$ cat src/rtl/disp_arbiter.sv
// Arbitrates the 4-digit display between the live score and one-shot messages.
// Messages are accepted by req/ack, held for HOLD_TICKS ticks (optionally blinking), then released.
module disp_arbiter #(
  parameter int TICK_DIV    = 1000000,
  parameter int HOLD_TICKS  = 50,
  parameter int BLINK_TICKS = 25
) (
  input  logic        clk,
  input  logic        rst_n,
  input  logic [15:0] score,
  input  logic        msg_req,
  input  logic [15:0] msg_data,
  input  logic        msg_blink,
  input  logic        msg_abort,
  output logic        msg_ack,
  output logic [3:0]  D,
  output logic [3:0]  C,
  output logic [3:0]  B,
  output logic [3:0]  A,
  output logic [3:0]  blank,
  output logic        busy
);

  localparam int TW = $clog2(TICK_DIV);
  localparam int HW = $clog2(HOLD_TICKS + 1);
  localparam int BW = $clog2(BLINK_TICKS + 1);

  localparam logic [TW-1:0] TICK_LAST  = TW'(TICK_DIV - 1);
  localparam logic [HW-1:0] HOLD_LAST  = HW'(HOLD_TICKS - 1);
  localparam logic [BW-1:0] BLINK_LAST = BW'(BLINK_TICKS - 1);

  typedef enum logic {IDLE, SHOW} state_e;

  state_e        state_q, state_d;
  logic [TW-1:0] tick_q, tick_d;
  logic [HW-1:0] hold_q, hold_d;
  logic [BW-1:0] blink_cnt_q, blink_cnt_d;
  logic          blink_en_q, blink_en_d;
  logic [15:0]   disp_q, disp_d;
  logic [3:0]    blank_q, blank_d;
  logic          ack_q, ack_d;
  logic          tick_wrap;

  always_ff @(posedge clk or negedge rst_n) begin
    if (!rst_n) begin
      state_q     <= IDLE;
      tick_q      <= '0;
      hold_q      <= '0;
      blink_cnt_q <= '0;
      blink_en_q  <= 1'b0;
      disp_q      <= '0;
      blank_q     <= '0;
      ack_q       <= 1'b0;
    end else begin
      state_q     <= state_d;
      tick_q      <= tick_d;
      hold_q      <= hold_d;
      blink_cnt_q <= blink_cnt_d;
      blink_en_q  <= blink_en_d;
      disp_q      <= disp_d;
      blank_q     <= blank_d;
      ack_q       <= ack_d;
    end
  end

  always_comb begin
    state_d     = state_q;
    tick_d      = tick_q;
    hold_d      = hold_q;
    blink_cnt_d = blink_cnt_q;
    blink_en_d  = blink_en_q;
    disp_d      = disp_q;
    blank_d     = blank_q;
    ack_d       = 1'b0;
    tick_wrap   = 1'b0;

    case (state_q)
      IDLE: begin
        disp_d      = score;
        blank_d     = 4'b0000;
        tick_d      = '0;
        hold_d      = '0;
        blink_cnt_d = '0;
        if (msg_req) begin
          state_d    = SHOW;
          disp_d     = msg_data;
          blink_en_d = msg_blink;
          ack_d      = 1'b1;
        end
      end

      SHOW: begin
        tick_wrap = (tick_q == TICK_LAST);
        tick_d    = tick_wrap ? '0 : tick_q + 1'b1;
        if (tick_wrap) begin
          hold_d = hold_q + 1'b1;
          if (blink_cnt_q == BLINK_LAST) begin
            blink_cnt_d = '0;
            if (blink_en_q) blank_d = ~blank_q;
          end else begin
            blink_cnt_d = blink_cnt_q + 1'b1;
          end
        end
        // Abort and expiry collapse into one exit; score is loaded so it shows next cycle.
        if (msg_abort || (tick_wrap && hold_q == HOLD_LAST)) begin
          state_d     = IDLE;
          disp_d      = score;
          blank_d     = 4'b0000;
          tick_d      = '0;
          hold_d      = '0;
          blink_cnt_d = '0;
        end
      end

      default: state_d = IDLE;
    endcase
  end

  assign {D, C, B, A} = disp_q;
  assign blank        = blank_q;
  assign msg_ack      = ack_q;
  assign busy         = (state_q == SHOW);

endmodule

$ cat config.mk
export PLATFORM = sky130hd
export DESIGN_NAME = disp_arbiter
export DESIGN_NICKNAME = d
export VERILOG_FILES = /design/src/rtl/disp_arbiter.sv
export SDC_FILE = /design/constraint.sdc
export NUM_CORES = 1
export LEC_CHECK = 0
export ABC_AREA = 1
export CELL_PAD_IN_SITES_DETAIL_PLACEMENT = 1
export CELL_PAD_IN_SITES_GLOBAL_PLACEMENT = 2
export CORE_UTILIZATION = 30
export DETAILED_ROUTE_END_ITERATION = 10
export GPL_TIMING_DRIVEN = 0
export HOLD_SLACK_MARGIN = 0.05
export PLACE_DENSITY = 0.83
export SLEW_MARGIN = 20
export SYNTH_ARGS = -nofsm -noshare
export SYNTH_HDL_FRONTEND = slang
export SYNTH_SLANG_ARGS = --single-unit
$ cat constraint.sdc
create_clock -name clk -period 1.8 [get_ports clk]
set_clock_uncertainty 0.1 [all_clocks]
set_input_delay 0.18 -clock clk [delete_from_list [all_inputs] [get_ports clk]]
set_output_delay 0.18 -clock clk [all_outputs]
set_load 0.01 [all_outputs]
==> results.yml <==
power:
  internal_cell_power_mw: 2.24
  finalPower_mw: 3.17
  seq_power_share_pct: 44.9
  clock_power_share_pct: 26.1
  total_leakage_power_nw: 1.87
  switching_power_mw: 0.931
  comb_power_share_pct: 29.0
  ir_drop_mv: 0.338
  p_per_area_nw_per_um2: 803
  p_sw_share_pct: 29.4
timing:
  final_hold_viol_count: 0
  timing.max_slew.rel_slack_pct: 74.0
  max_fclk_mhz: 586
  finalSetupViolCount: 0
  setup_ws_ns: 0.0931
  timing.final.crit_period_ns: 1.71
  fraction_of_the_cycle_the_final_worst_path_needs_pct: 94.8
  finalMaxSlewViolations: 0
  timing.hold.ws_ns: 0.196
  worst_slew_pin_slew_ns: 0.388
  rsz_0062_raised_after_global_routing: "yes"
  tns_ns: 0
global_routing:
  first_global_vias: 2633
  global_route.usage.total_pct: 15.9
  global_route_wire_length_before_repair_um: 12400
  grt_antenna_before_repair: 0
  grt_start_max_net_pins: 33
  global_route.overflow_total: 0
synthesis:
  synthesis.nets: 391
  yosysTopAreaCellShare_pct: 46.5
  yosys.cell_types.count: 30
  netlist_area_um2: 2910
  seq_area_frac_synth_pct: 46.5
  netlist_instances: 349
  yosys-top-cells-area: "dfrtp_1 (46%), nand2_1 (11%), nor2_1 (7.7%), mux2i_1 (5.5%), inv_1 (5.2%)"
  synth_seq_cells: 54
  avgSynthCellArea_um2: 8.33
  yosysWarningCount: 0
  yosysTopAreaCell: "dfrtp_1"
clock_network:
  clock_sink_count: 54
  h-tree-depth: 2
  cts.root.buffer_cell: "clkbuf_8"
  worst_skew_pair.late_latency_ns: 0.31
  cts_buffers: 5
  cts_tree: "yes"
  cts.path.max_buffers: 2
  cts.reportedPaths.clkPinSlew_ns: 0.10
run:
  cap_violations: 0
worst_setup_path:
  start_kind: "register"
  crit_path_max_incr_delay_ns: 0.40
  crit_chain: "ha_4 > inv_2 > nor3_4 > nand3_2 > nand2_4 > buf_8 > clkinvlp_4 > o21ai_1 > nor2_1"
  arrival_ns: 1.81
  cp.required_ns: 1.90
  timing.setup.critical_path_class: "reg -> reg"
  timing.critical_path.to_type: "register"
  critical_path_peak_fanout: 6
  cpMaxStageDelayCell: "dfrtp_1"
route:
  wirelength_um: 7310
  detailed_routing_iterations_pass_1: 4
  via_count: 2471
  detail_route.iter0.violations: 37
  wl_per_cell_um: 13.1
  drc_violation_count_after_routing: 0
  final_antenna_net_count: 0
  routed_via_density: 4.43
worst_hold_path:
  hold_path.class: "in -> async"
placement:
  port-buffer-count: 58
  finalWeightedCongestion: 0.729
  dp.cells: 537
  place_area_um2: 3670
  dp_worst_setup_slack_ns: -0.230
  detailed_place_hpwl_um: 5680
finish:
  finish.instance_area_um2: 3950
  postLayoutCoreUtil_pct: 42.3
  areaGrowthSynthToFinish_pct: 35.7
  layout_cells_sized_above_1_pct: 16.6
  layout.cells.non_filler: 558
  number_of_filler_cells_placed_in_the_layout: 1144
  insertedDiodeCount: 0
  design.final.nets: 470
die:
  floorplan.rows: 35
  io_pins: 59
  chipHeight_um: 100
  die_x_um: 100
  floorplan.initialDensity_pct: 31.2
  core_area_um2: 9330
  die_area_um2: 10100
run_status:
  result_of_the_run: "finished, final reports clean"
==> power by group through the flow <==
| stage | clock (mW) | combinational [mW] | sequential [mW] |
|---|---|---|---|
| after floorplan | 0 | 0.392 | 1.49 |
| after global placement | 0 | 0.879 | 1.43 |
| after detailed placement | 0 | 0.896 | 1.44 |
| after CTS | 0.868 | 0.931 | 1.42 |
| after global routing | 0.908 | 1.02 | 1.44 |
| final | 0.827 | 0.918 | 1.42 |
==> cell usage in the layout, fill, tap and decap left out, drive strengths merged, types with 2 or more instances in the layout <==
cell	Yosys	routed
a21oi	3	3
buf	8	22
clkbuf	0	6
clkdlybuf4s50	0	57
clkinvlp	0	2
dfrtp	54	54
ha	5	5
inv	44	43
mux2i	16	16
nand2	88	88
nand3	16	16
nand4	7	7
nor2	62	62
nor3	7	7
o21ai	22	22
o31ai	2	2
xor2	10	10
==> metal layers <==
layer / up-vias / GRT usage (%) / routed length [um]
li1: 1252 / - / -
met1: 1160 / 18.6 / 3180
met2: 57 / 27.3 / 3550
met3: 2 / 6.38 / 540
met4: 0 / 3.68 / 34
met5: - / 0 / 0
==> final cells by class <==
class / instances / area (um^2) / area share, %
inverter: 44 / 169 / 4.28
clock inverter: 2 / 37.5 / 0.951
sequential: 54 / 1350 / 34.3
timing repair buffer: 72 / 702 / 17.8
buffer: 8 / 80.1 / 2.03
clock buffer: 6 / 72.6 / 1.84
tap: 129 / 161 / 4.09
multi-input combinational: 243 / 1370 / 34.7
==> worst max-delay path: cells and delay by family (launching register included) <==
family	cells	cell delay, ns
buffers and inverters	3	0.32
adder cells (fa/ha/maj)	1	0.16
AND/OR/NAND/NOR	4	0.51
flip-flops	1	0.40
AO/OA/AOI/OAI	1	0.11
==> cell usage after synthesis, drive strengths merged <==
library cell / n
nor4: 1
nor3b: 1
o211a: 1
dfrtp: 54
xor2: 10
ha: 5
a21oi: 3
buf: 8
nand2: 88
o31ai: 2
xnor2: 1
inv: 44
nand3: 16
nand4: 7
nor2: 62
and3: 1
mux2i: 16
o21ai: 22
nor3: 7
==> flip-flops by register name (all words and copies together), names as in the netlist <==
register and cells:
blank 4, blink_cnt_q 5, blink_en_q 1, busy 1, disp_q 16, hold_q 6
msg_ack 1, tick_q 20
==> what timing repair did <==
item                                    4_1_cts  5_1_grt
buffers inserted                              6        6
hold endpoints to repair                     54        0
endpoints found under the setup margin       52       28
hold buffers                                  1        0
gates resized for setup                       6       14
pin swaps                                     3        4
==> path summary, 6_finish.rpt <==
| kind | start | to | slack (ns) | cells past startpoint |
|---|---|---|---|---|
| worst min-delay path | rst_n | tick_q[14] | 0.20 | 2 |
| worst max register to register | tick_q[1] | tick_q[4] | 0.09 | 9 |
| min in group clk | msg_blink | blink_en_q | 0.33 | 3 |
| worst max-delay path | tick_q[1] | tick_q[4] | 0.09 | 9 |
| max in group asynchronous | rst_n | tick_q[1] | 0.92 | 3 |
| worst min register to register | disp_q[15] | disp_q[15] | 0.39 | 2 |
==> cells by family after synthesis <==
group                      after synthesis  synth area share [%]
AOI/OAI and AO/OA                       28                  7.40
xor gates and xnor gates                11                  3.31
adders and majority gates                5                  2.15
buffers and inverters                   52                  8.43
DFF                                     54                  46.5
muxes                                   16                  5.51
and+or+nand+nor                        183                  26.7
(Power assumes the default switching activity.)
